==> src/rtl/instr_fetch_decode.sv <==
// instr_fetch_decode
//
// Instruction fetch/decode sequencer sitting on the consumer side of the
// instruction ROM. It drives the program counter onto the ROM address,
// captures the returned word, splits it into opcode/register/immediate fields
// and hands each decoded operation to the datapath over a valid/ready
// handshake. Execution stops on the all-zero HALT word or on an illegal
// opcode (1010..1111).
//
// Ports:
//   clk       system clock, all state on the rising edge
//   rst_n     asynchronous active-low reset
//   start     begin execution at address 0 (only honoured in IDLE or HALT)
//   address   ROM address = program counter
//   code      ROM data, combinational from address
//   op_valid  decoded operation presented to the datapath
//   op_ready  datapath accepts the operation
//   opcode    registered opcode field
//   rx, ry    destination / source register indices
//   imm       16-bit immediate (LOAD)
//   load_en   opcode 0001
//   mov_en    opcode 0010
//   alu_en    opcode 0011..1001
//   alu_op    opcode - 3 while alu_en is set, 0 otherwise
//   busy      FETCH, DECODE or ISSUE
//   halted    HALT state
//   illegal   sticky flag: HALT was entered on an illegal opcode

module instr_fetch_decode #(
  parameter int unsigned ADDR_W = 5,
  parameter int unsigned CODE_W = 23
) (
  input  logic              clk,
  input  logic              rst_n,
  input  logic              start,
  output logic [ADDR_W-1:0] address,
  input  logic [CODE_W-1:0] code,
  output logic              op_valid,
  input  logic              op_ready,
  output logic [3:0]        opcode,
  output logic [2:0]        rx,
  output logic [2:0]        ry,
  output logic [15:0]       imm,
  output logic              load_en,
  output logic              mov_en,
  output logic              alu_en,
  output logic [2:0]        alu_op,
  output logic              busy,
  output logic              halted,
  output logic              illegal
);

  typedef enum logic [2:0] {
    StIdle,
    StFetch,
    StDecode,
    StIssue,
    StHalt
  } state_e;

  localparam logic [3:0] OpHalt     = 4'b0000;
  localparam logic [3:0] OpLoad     = 4'b0001;
  localparam logic [3:0] OpMov      = 4'b0010;
  localparam logic [3:0] OpAluFirst = 4'b0011;
  localparam logic [3:0] OpIllegal  = 4'b1010;

  state_e state_q, state_d;

  logic [ADDR_W-1:0] pc_q, pc_d;
  logic [CODE_W-1:0] ir_q, ir_d;
  logic [3:0]        opcode_q, opcode_d;
  logic [2:0]        rx_q, rx_d;
  logic [2:0]        ry_q, ry_d;
  logic [15:0]       imm_q, imm_d;
  logic              load_en_q, load_en_d;
  logic              mov_en_q, mov_en_d;
  logic              alu_en_q, alu_en_d;
  logic [2:0]        alu_op_q, alu_op_d;
  logic              illegal_q, illegal_d;

  // Field split of the instruction register. imm overlaps ry on purpose:
  // LOAD uses the full 16 bits, MOV/ALU only the top three.
  logic [3:0]  dec_opcode;
  logic [2:0]  dec_rx;
  logic [2:0]  dec_ry;
  logic [15:0] dec_imm;
  logic [3:0]  dec_alu_sel;
  logic        dec_is_halt;
  logic        dec_is_illegal;
  logic        handshake;

  assign dec_opcode     = ir_q[CODE_W-1 -: 4];
  assign dec_rx         = ir_q[CODE_W-5 -: 3];
  assign dec_ry         = ir_q[CODE_W-8 -: 3];
  assign dec_imm        = ir_q[15:0];
  assign dec_alu_sel    = dec_opcode - OpAluFirst;
  assign dec_is_halt    = (dec_opcode == OpHalt);
  assign dec_is_illegal = (dec_opcode >= OpIllegal);

  assign handshake = (state_q == StIssue) && op_ready;

  // ---------------------------------------------------------------------------
  // FSM: state register
  // ---------------------------------------------------------------------------
  always_ff @(posedge clk or negedge rst_n) begin
    if (!rst_n) begin
      state_q <= StIdle;
    end else begin
      state_q <= state_d;
    end
  end

  // ---------------------------------------------------------------------------
  // FSM: next-state logic
  // ---------------------------------------------------------------------------
  always_comb begin
    state_d = state_q;
    unique case (state_q)
      StIdle: begin
        if (start) state_d = StFetch;
      end
      StFetch: begin
        state_d = StDecode;
      end
      StDecode: begin
        if (dec_is_halt || dec_is_illegal) begin
          state_d = StHalt;
        end else begin
          state_d = StIssue;
        end
      end
      StIssue: begin
        if (op_ready) state_d = StFetch;
      end
      StHalt: begin
        if (start) state_d = StFetch;
      end
      default: state_d = StIdle;
    endcase
  end

  // ---------------------------------------------------------------------------
  // FSM: state-decoded outputs
  // ---------------------------------------------------------------------------
  always_comb begin
    op_valid = 1'b0;
    busy     = 1'b0;
    halted   = 1'b0;
    unique case (state_q)
      StIdle:   ;
      StFetch:  busy = 1'b1;
      StDecode: busy = 1'b1;
      StIssue: begin
        busy     = 1'b1;
        op_valid = 1'b1;
      end
      StHalt:   halted = 1'b1;
      default:  ;
    endcase
  end

  // ---------------------------------------------------------------------------
  // Datapath next-state: program counter, instruction register, decoded fields
  // ---------------------------------------------------------------------------
  always_comb begin
    pc_d      = pc_q;
    ir_d      = ir_q;
    opcode_d  = opcode_q;
    rx_d      = rx_q;
    ry_d      = ry_q;
    imm_d     = imm_q;
    load_en_d = load_en_q;
    mov_en_d  = mov_en_q;
    alu_en_d  = alu_en_q;
    alu_op_d  = alu_op_q;
    illegal_d = illegal_q;

    unique case (state_q)
      StIdle, StHalt: begin
        if (start) begin
          pc_d      = '0;
          illegal_d = 1'b0;
        end
      end
      StFetch: begin
        ir_d = code;
      end
      StDecode: begin
        if (dec_is_illegal) begin
          illegal_d = 1'b1;
        end else if (!dec_is_halt) begin
          // Fields are captured only for issued operations so they stay put
          // for the whole ISSUE phase, however long op_ready is held low.
          opcode_d  = dec_opcode;
          rx_d      = dec_rx;
          ry_d      = dec_ry;
          imm_d     = dec_imm;
          load_en_d = (dec_opcode == OpLoad);
          mov_en_d  = (dec_opcode == OpMov);
          alu_en_d  = (dec_opcode >= OpAluFirst);
          alu_op_d  = (dec_opcode >= OpAluFirst) ? dec_alu_sel[2:0] : 3'd0;
        end
      end
      StIssue: begin
        if (handshake) begin
          // pc wraps naturally at 2^ADDR_W.
          pc_d      = pc_q + ADDR_W'(1);
          // Enables are only meaningful alongside op_valid.
          load_en_d = 1'b0;
          mov_en_d  = 1'b0;
          alu_en_d  = 1'b0;
          alu_op_d  = 3'd0;
        end
      end
      default: ;
    endcase
  end

  always_ff @(posedge clk or negedge rst_n) begin
    if (!rst_n) begin
      pc_q      <= '0;
      ir_q      <= '0;
      opcode_q  <= '0;
      rx_q      <= '0;
      ry_q      <= '0;
      imm_q     <= '0;
      load_en_q <= 1'b0;
      mov_en_q  <= 1'b0;
      alu_en_q  <= 1'b0;
      alu_op_q  <= '0;
      illegal_q <= 1'b0;
    end else begin
      pc_q      <= pc_d;
      ir_q      <= ir_d;
      opcode_q  <= opcode_d;
      rx_q      <= rx_d;
      ry_q      <= ry_d;
      imm_q     <= imm_d;
      load_en_q <= load_en_d;
      mov_en_q  <= mov_en_d;
      alu_en_q  <= alu_en_d;
      alu_op_q  <= alu_op_d;
      illegal_q <= illegal_d;
    end
  end

  assign address = pc_q;
  assign opcode  = opcode_q;
  assign rx      = rx_q;
  assign ry      = ry_q;
  assign imm     = imm_q;
  assign load_en = load_en_q;
  assign mov_en  = mov_en_q;
  assign alu_en  = alu_en_q;
  assign alu_op  = alu_op_q;
  assign illegal = illegal_q;

endmodule

==> config.mk <==
export PLATFORM = sky130hd
export DESIGN_NAME = instr_fetch_decode
export DESIGN_NICKNAME = d
export VERILOG_FILES = /design/src/rtl/instr_fetch_decode.sv
export SDC_FILE = /design/constraint.sdc
export NUM_CORES = 1
export LEC_CHECK = 0
export ABC_AREA = 1
export CAP_MARGIN = 20
export CORE_ASPECT_RATIO = 1.25
export CORE_MARGIN = 2
export CORE_UTILIZATION = 40
export CTS_BUF_LIST = sky130_fd_sc_hd__clkbuf_4
export DETAILED_ROUTE_END_ITERATION = 7
export DONT_BUFFER_PORTS = 1
export PLACE_DENSITY_LB_ADDON = 0.2
export REMOVE_ABC_BUFFERS = 1
export SKIP_LAST_GASP = 1
export SYNTH_ARGS = -nofsm -noshare
export SYNTH_HDL_FRONTEND = slang
export SYNTH_SLANG_ARGS = --single-unit
==> constraint.sdc <==
create_clock -name clk -period 1.5 [get_ports clk]
set_input_delay 0.225 -clock clk [delete_from_list [all_inputs] [get_ports clk]]
set_output_delay 0.225 -clock clk [all_outputs]
set_load 0.05 [all_outputs]
After elaboration in Yosys (flattened, before gate mapping)
Cells that the tools add are included.

Bits of input ports: 27. Output and inout bits: 41. Word-level logic and storage cells: 72. Flip-flop bits (word level): 64.

$lt $le $gt $ge: 2. Bitwise logic cells: 2. Mux-type cells: 28. Reduce and logical (&&, ||, !) cells: 14. Add/sub/neg operators: 2. Equality and inequality tests: 12.

Operators by type and width (count): 3-bit 2-to-1 mux (7); 1-bit 2-to-1 mux (12); 3-bit case mux with 4 select lines (1); 5-bit 2-to-1 mux (2); 2-bit != test (second input constant) (5); 5-bit case mux with 2 select lines (1); 3-bit AND reduction (3); 1-bit case mux with 2 select lines (4); 3-bit by 2-bit equality test with 1-bit output (second input constant) (2); 3-bit case mux with 2 select lines (1); 2-bit nonzero test (3); 5-bit by 1-bit adder with 5-bit output (second input constant) (1); 4-bit by 1-bit equality test with 1-bit output (second input constant) (1); 4-bit by 2-bit equality test with 1-bit output (second input constant) (1); 4-bit by 2-bit greater-or-equal comparator with 1-bit output (second input constant) (1); 4-bit greater-or-equal comparator (second input constant) (1); 4-bit zero test (1); 4-bit AND reduction (1); 3-bit by 1-bit equality test with 1-bit output (second input constant) (1); 3-bit equality test (second input constant) (1); 3-bit zero test (1); 3-bit OR reduction (1); 3-bit by 2-bit subtractor with 3-bit output (second input constant) (1); 2-bit by 1-bit != test with 1-bit output (second input constant) (1); other kinds (5) (6).

Depth between registers and ports, before layout
Gate-level depths: netlist of the first run.

Depth in word-level cells: 5. Gate-level depth with buffers: 10. Mapped depth without buffers: 10.

Worst setup path after synthesis of the first run
Ideal clock, no wire load.

Path type: reg-to-output. From: register state_q[0]. To: output port halted. Data required time: 1275 ps. Slack: -27 ps. Cell stages (with the launch flop): 4. Path buffers: 0. Arrival time: 1302 ps. Cell sequence: dfrtp_1 nor2_1 inv_2 nor2_1.

Cells in the longest elaborated chain, start to end: 2.

RTL lines: start, declared (RTL line 67) `state_e state_q, state_d;`; start signal, assigned (RTL line 107) `state_q <= StIdle;`; start signal, assigned (RTL line 109) `state_q <= state_d;`; 3-bit equality test (RTL line 149) `unique case (state_q)`; 1-bit 2-to-1 mux (RTL line 149); end, declared (RTL line 49) `output logic halted,`.

Every way passes these cells.

Worst setup path after layout of the first run
From: register state_q[1]. To: output port halted.

The elaborated chain is that of the path after synthesis.

==> metrics.md, run 1 <==
| Metric | Value |
|---|---|
| Failing checks | `negative hold slack, negative setup slack` |
| Routed vias | `2051` |
| Pre-Repair DR Iteration Count | `4` |
| Synth area leaders | `dfrtp_1 58%, nand2_1 9.7%, nor2_1 5.4%, a21oi_1 5.0%, inv_1 4.3%` |
| Die Y | `94.47 um` |
| CP Launch Type | `flip-flop` |
| CTS tree | `built` |
| RSZ-0062 raised after global routing | `yes` |
| Int Pwr | `4.380 mW` |
| Max Clock Skew | `9.928 ps` |
| Post-Route WL | `5761 um` |
| Crit path cell chain | `nor2_2, inv_2, nor2_2, buf_6` |
| Number of synthesized register bits | `61` |
| Final TNS setup | `-394.8 ps` |
| Initial antenna violation count | `0` |
| ANT cells | `0` |
| Ys async rst share | `100.0%` |
| Worst r2r src | `ir_q[20]` |
| Post-synth top area cell | `dfrtp_1` |
| Fin util | `56.53%` |
| Final WS setup | `-46.26 ps` |
| Placed cell areas | `0.002804 mm^2` |
| GP Congestion | `0.8666` |
| Psw | `4.281 mW` |
| # port buffers | `0` |
| Final Max Tran Viols | `0` |
| Max FO, Critical Path | `4` |
| Critical path type | `flip-flop to output pin` |
| Measured slew at the worst slew-check pin | `563.2 ps` |
| Post-synth cell types | `22` |
| Rel. slew slack | `62.46%` |
| Comb power frac | `39.0%` |
| Synth top cells by count | `68 x nand2_1, 61 x dfrtp_1, 38 x nor2_1, 30 x inv_1, 26 x a21oi_1` |
| Total CTS buffers | `9` |
| CP arrival | `1320 ps` |
| Place WS | `-6.035 ps` |
| Kind of cell adding the most delay to the critical path | `flip-flops` |
| GRT Resource Usage Total | `15.68%` |
| Vias in the first global route | `1945` |
| Inst Count DP | `387` |
| Final Critical Period | `1546 ps` |
| Share of cells above drive strength 1 | `25.50%` |
| First-pass GRT wire length | `8894 um` |
| CTS Hold Buffers Added | `23` |
| Die X | `76.37 um` |
| CP Data Required Time | `1270 ps` |
| Via density | `4.683` |
| Worst hold slack | `-484.0 ps` |
| Drt drc | `0` |
| Post-synth top area share | `58.29%` |
| CP peak stage delay | `430 ps` |
| Worst IR Drop VDD | `1326 uV` |
| Finished Layout Cells | `438` |
| Final Cycle Share | `103.1%` |
| Final ANT Viol Nets | `0` |
| H-tree Lvls | `3` |
| Sink Count | `61` |
| Max cap viols | `0` |
| Most common cell in the netlist | `nand2_1` |
| Design Area, Final | `0.003531 mm^2` |
| Worst min-delay path class | `primary input to async pin` |
| Root Buffer | `clkbuf_4` |
| Area grow syn2layout | `34.83%` |
| Crit path launch | `state_q[1]` |
| Mapped Cells | `295` |
| Post-Syn Area | `0.002619 mm^2` |
| Clk Latency, worst-skew pair | `390 ps` |
| Crit path buffers/inverters | `2` |
| Max Clock Freq | `0.6467 GHz` |
| Largest net degree at the start of global routing | `62` |
| Clock buffer depth | `2` |
| Die ar. | `0.007214 mm^2` |
| Syn Area/Cell | `8.877 um^2` |
| Status | `complete, but fails checks` |
| PD cells | `2453 mW/mm^2` |
| Core ar. | `0.006246 mm^2` |
| Crit end category | `output pin` |
| Sequential share of the synthesized area | `58.29%` |
| Final HPWL from detailed placement | `3492 um` |
| Slowest CP cell | `dfrtp_1` |
| GRT overflow | `0` |
| Final Hold Fails | `61` |
| # setup viols final | `18` |
| Cell mode on critical path | `nor2_2` |
| Initial DRC count | `58` |
| Initial core utilization | `41.93%` |
| Sequential power share | `46.9%` |
| Clock power frac | `14.1%` |
| P_leak | `1.762 nW` |
| Post-synth EDFFs | `0` |
| Clk pin slew, worst setup/hold paths | `100 ps` |
| Sw frac | `49.43%` |
| Ys Warns | `0` |
| NumNets Final | `380` |
| Synth Flop Type | `dfrtp_1` |
| Top Ports | `68` |
| FP Rows | `32` |
| Wire per inst | `13.15 um` |
routing by layer:
metal	GRT usage [%]	vias up	share of wire, %
met5	0	-	0
met3	6.692	8	7.2
li1	-	1034	-
met1	17.29	952	42
met4	7.424	0	1.4
met2	26.33	57	50
power groups by stage:
stage	logic (mW)	registers [mW]	clock network [mW]
3_3_place_gp	2.53	4.01	0
3_5_place_dp	2.60	4.03	0
6_report	3.38	4.06	1.22
5_1_grt	3.78	4.16	1.34
4_1_cts	2.74	3.99	1.27
2_1_floorplan	1.58	4.24	0
area by class of cell:
class / instances / area (um^2)
Inverter: 33 / 123.9
Clock inverter: 7 / 80.08
Tap cell: 85 / 106.4
Sequential cell: 61 / 1529
Clock buffer: 9 / 67.56
Multi-Input combinational cell: 188 / 1041
Fill cell: 574 / 2715
Timing Repair Buffer: 55 / 583.1
registers in the layout, indices dropped and copies added, names as in the netlist:
register  cells
state_q       3
load_en       1
rx            3
alu_en        1
ir_q         23
mov_en        1
ry            3
opcode        4
address       5
illegal       1
alu_op        3
imm          13
layout by cell type, fill, tap and decap left out, types with 10 or more instances in the layout:
cell type      instances
a21oi_1               26
buf_4                 21
dfrtp_1               59
dlygate4sd3_1         23
inv_1                 28
nand2_1               50
nand2_4               10
nand3_1               11
nor2_1                35
o21ai_1               14
cells by family (layout without fill, tap and decap cells):
kind of cell	Yosys count	in the layout	share of synthesized area, %
AND/OR/NAND/NOR	127	127	20.35
flip-flops	61	61	58.29
AO/OA/AOI/OAI	55	55	10.51
buffers and inverters	46	104	8.122
adder cells (fa/ha/maj)	5	5	2.389
XOR/XNOR	1	1	0.3345
final timing paths:
path / slack, ps / cells after the start / end
max in group asynchronous: 1880 / 0 / imm[10]
setup reg to reg: -40 / 8 / imm[11]
hold reg to reg: 520 / 2 / ir_q[2]
min in group clk: 30 / 2 / state_q[0]
setup / recovery: -50 / 4 / halted
hold / removal: -480 / 0 / ir_q[15]
timing repair:
action / in CTS / in global routing
setup buffers: 3 / 4
resized for setup: 7 / 60
setup endpoints to repair: 22 / 34
endpoints found under the hold margin: 84 / 61
pin swaps: 1 / 4
gates cloned: 0 / 5
stage by stage:
stage | hold WS [ps] | total power, mW
6_report | -484.0 | 8.662
5_1_grt | -533.4 | 9.276
3_5_place_dp | -68.90 | 6.625
2_1_floorplan | -70.59 | 5.815
4_1_cts | -527.6 | 8.006
3_3_place_gp | -69.33 | 6.543
No activity file was read; power rests on OpenSTA's default activity.
==> run 2, diff against run 1 <==
--- a/config.mk
+++ b/config.mk
@@ -6,10 +6,9 @@
 export NUM_CORES = 1
 export LEC_CHECK = 0
 export ABC_AREA = 1
-export CAP_MARGIN = 20
 export CORE_ASPECT_RATIO = 1.25
 export CORE_MARGIN = 2
-export CORE_UTILIZATION = 40
+export CORE_UTILIZATION = 59
 export CTS_BUF_LIST = sky130_fd_sc_hd__clkbuf_4
 export DETAILED_ROUTE_END_ITERATION = 7
 export DONT_BUFFER_PORTS = 1
==> metrics.md, run 2 (same netlist as run 1, synthesis figures left out) <==
| Metric | Value |
|---|---|
| Die ar. | `0.004991 mm^2 (was 0.007214 mm^2)` |
| CP Launch Type | `flip-flop (unchanged)` |
| Max Clock Freq | `0.6403 GHz (was 0.6467 GHz)` |
| Final Hold Fails | `61 (unchanged)` |
| CP Data Required Time | `1270 ps (about the same)` |
| # setup viols final | `18 (unchanged)` |
| Area grow syn2layout | `23.75% (was 34.83%)` |
| Leading cell type in the layout, fill and taps excluded | `nand2_1 (was dfrtp_1)` |
| CTS Hold Buffers Added | `23 (unchanged)` |
| Core ar. | `0.004324 mm^2 (was 0.006246 mm^2)` |
| Measured slew at the worst slew-check pin | `508.9 ps (was 563.2 ps)` |
| Clk pin slew, worst setup/hold paths | `110 ps (was 100 ps)` |
| Flop2flop setup slack | `-50 ps (was -40 ps)` |
| Worst r2r src | `state_q[0] (was ir_q[20])` |
| Wire per inst | `13.00 um (was 13.15 um)` |
| Largest net degree at the start of global routing | `62 (unchanged)` |
| Critical path type | `flip-flop to output pin (unchanged)` |
| CTS tree | `built (unchanged)` |
| Max FO, Critical Path | `5 (was 4)` |
| RSZ-0062 raised after global routing | `yes (unchanged)` |
| Comb power frac | `32.1% (was 39.0%)` |
| Via density | `5.070 (was 4.683)` |
| P_leak | `1.653 nW (was 1.762 nW)` |
| Die X | `63.59 um (was 76.37 um)` |
| Reg-to-Reg End | `opcode[1] (was imm[11])` |
| CP peak stage delay | `460 ps (was 430 ps)` |
| Drt drc | `0 (unchanged)` |
| Final Max Tran Viols | `0 (unchanged)` |
| Final WS setup | `-61.75 ps (was -46.26 ps)` |
| Root Buffer | `clkbuf_4 (unchanged)` |
| Crit end category | `output pin (unchanged)` |
| Share of cells above drive strength 1 | `17.25% (was 25.50%)` |
| Worst min-delay path class | `primary input to async pin (unchanged)` |
| Worst hold slack | `-496.9 ps (was -484.0 ps)` |
| Post-Route WL | `5201 um (was 5761 um)` |
| Max Clock Skew | `15.63 ps (was 9.928 ps)` |
| Top Ports | `68 (unchanged)` |
| CP arrival | `1340 ps (was 1320 ps)` |
| Total CTS buffers | `9 (unchanged)` |
| H-tree Lvls | `3 (unchanged)` |
| PD cells | `2494 mW/mm^2 (was 2453 mW/mm^2)` |
| GRT overflow | `0 (unchanged)` |
| ANT cells | `0 (unchanged)` |
| GP Congestion | `0.8173 (was 0.8666)` |
| Number of fill cells | `335 (was 574)` |
| Crit path cell chain | `nor2_4, inv_2, nor2_2, buf_6 (was nor2_2, inv_2, nor2_2, buf_6)` |
| Reg2reg path depth | `7 (was 8)` |
| Final Cycle Share | `104.1% (was 103.1%)` |
| Clock power frac | `15.4% (was 14.1%)` |
| Max cap viols | `0 (unchanged)` |
| Rel. slew slack | `66.07% (was 62.46%)` |
| GRT Resource Usage Total | `22.80% (was 15.68%)` |
| Reg with most FFs | `ir_q (unchanged)` |
| Pre-Repair DR Iteration Count | `4 (unchanged)` |
| NumNets Final | `370 (was 380)` |
| Sequential power share | `52.5% (was 46.9%)` |
| Place WS | `-49.57 ps (was -6.035 ps)` |
| First-pass GRT wire length | `8694 um (was 8894 um)` |
| Status | `complete, but fails checks (unchanged)` |
| Initial antenna violation count | `0 (unchanged)` |
| Psw | `4.021 mW (was 4.281 mW)` |
| Initial DRC count | `129 (was 58)` |
| Final Critical Period | `1562 ps (was 1546 ps)` |
| Initial core utilization | `60.56% (was 41.93%)` |
| Vias in the first global route | `2010 (was 1945)` |
| Routed vias | `2028 (was 2051)` |
| Clock buffer depth | `2 (unchanged)` |
| Final HPWL from detailed placement | `3149 um (was 3492 um)` |
| Clk Latency, worst-skew pair | `400 ps (was 390 ps)` |
| Most frequent cells in the layout | `66 x nand2_1, 56 x dfrtp_1, 34 x nor2_1 (was 59 x dfrtp_1, 50 x nand2_1, 35 x nor2_1)` |
| # port buffers | `0 (unchanged)` |
| Die Y | `78.49 um (was 94.47 um)` |
| Worst IR Drop VDD | `1645 uV (was 1326 uV)` |
| FP Rows | `27 (was 32)` |
| Pwr Total | `8.081 mW (was 8.662 mW)` |
| Sw frac | `49.75% (was 49.43%)` |
| Sink Count | `61 (unchanged)` |
| Int Pwr | `4.060 mW (was 4.380 mW)` |
| Failing checks | `negative hold slack, negative setup slack (unchanged)` |
| Max reg flops | `23 (unchanged)` |
| Slowest CP cell | `dfrtp_2 (was dfrtp_1)` |
| Final ANT Viol Nets | `0 (unchanged)` |
## run 2: worst max-delay path by stage
stage / cells after the start / end / start
floorplan: 4 / ir_q[0] / state_q[2]
global placement: 9 / ry[1] / ir_q[19]
detailed placement: 9 / ry[0] / ir_q[19]
CTS: 4 / halted / state_q[0]
global route: 4 / halted / state_q[1]
finish: 4 / halted / state_q[1]
## run 2: layout make-up
| class | count | area (um^2) | area share, % |
|---|---|---|---|
| sequential | 61 | 1533 | 47.30 |
| multi-input combinational | 188 | 912.1 | 28.15 |
| tap | 58 | 72.57 | 2.239 |
| timing repair buffer | 45 | 447.9 | 13.82 |
| clock buffer | 10 | 75.07 | 2.317 |
| inverter | 33 | 123.9 | 3.822 |
| clock inverter | 5 | 76.32 | 2.355 |
## run 2: through the flow
stage / setup TNS (ps) / util [%] / hold WS [ps] / std cells / instance area (um^2)
3_5_place_dp: -348.6 / 63.95 / -69.14 / 356 / 2765
6_report: -362.7 / 74.94 / -496.9 / 400 / 3241
4_1_cts: -55.88 / 73.99 / -507.0 / 396 / 3199
5_1_grt: -2747 / 74.94 / -527.4 / 400 / 3241
2_1_floorplan: -11680 / - / -70.59 / 282 / 2530
3_3_place_gp: 0 / 63.95 / -69.41 / 356 / 2765
## run 2: layer usage
metal	global-route usage, %	share of wire [%]	up-vias	wire (um)
li1	-	-	1014	-
met1	25.00	38	947	1989
met2	39.26	53	57	2776
met3	6.447	6.7	10	350
met4	13.04	1.6	0	85
met5	0	0	-	0
## run 2: worst max-delay path: cells and delay by family, from the launching register on
kind / cells / cell delay [ps]
DFF: 1 / 460
buffers and inverters: 2 / 240
and+or+nand+nor: 2 / 250
## run 2: what timing repair did
item	CTS	global route
gates cloned	0	0
setup endpoints to repair	31	33
hold endpoints to repair	84	61
gates resized for setup	13	7
pin swaps	2	2
buffers inserted	2	4
## run 2: power groups by stage
stage	clock network [mW]	logic, mW	registers (mW)
after floorplan	0	1.58	4.24
after CTS	1.27	2.47	4.24
after detailed placement	0	2.31	4.26
final	1.24	2.59	4.24
after global routing	1.34	2.95	4.33
after global placement	0	2.22	4.24
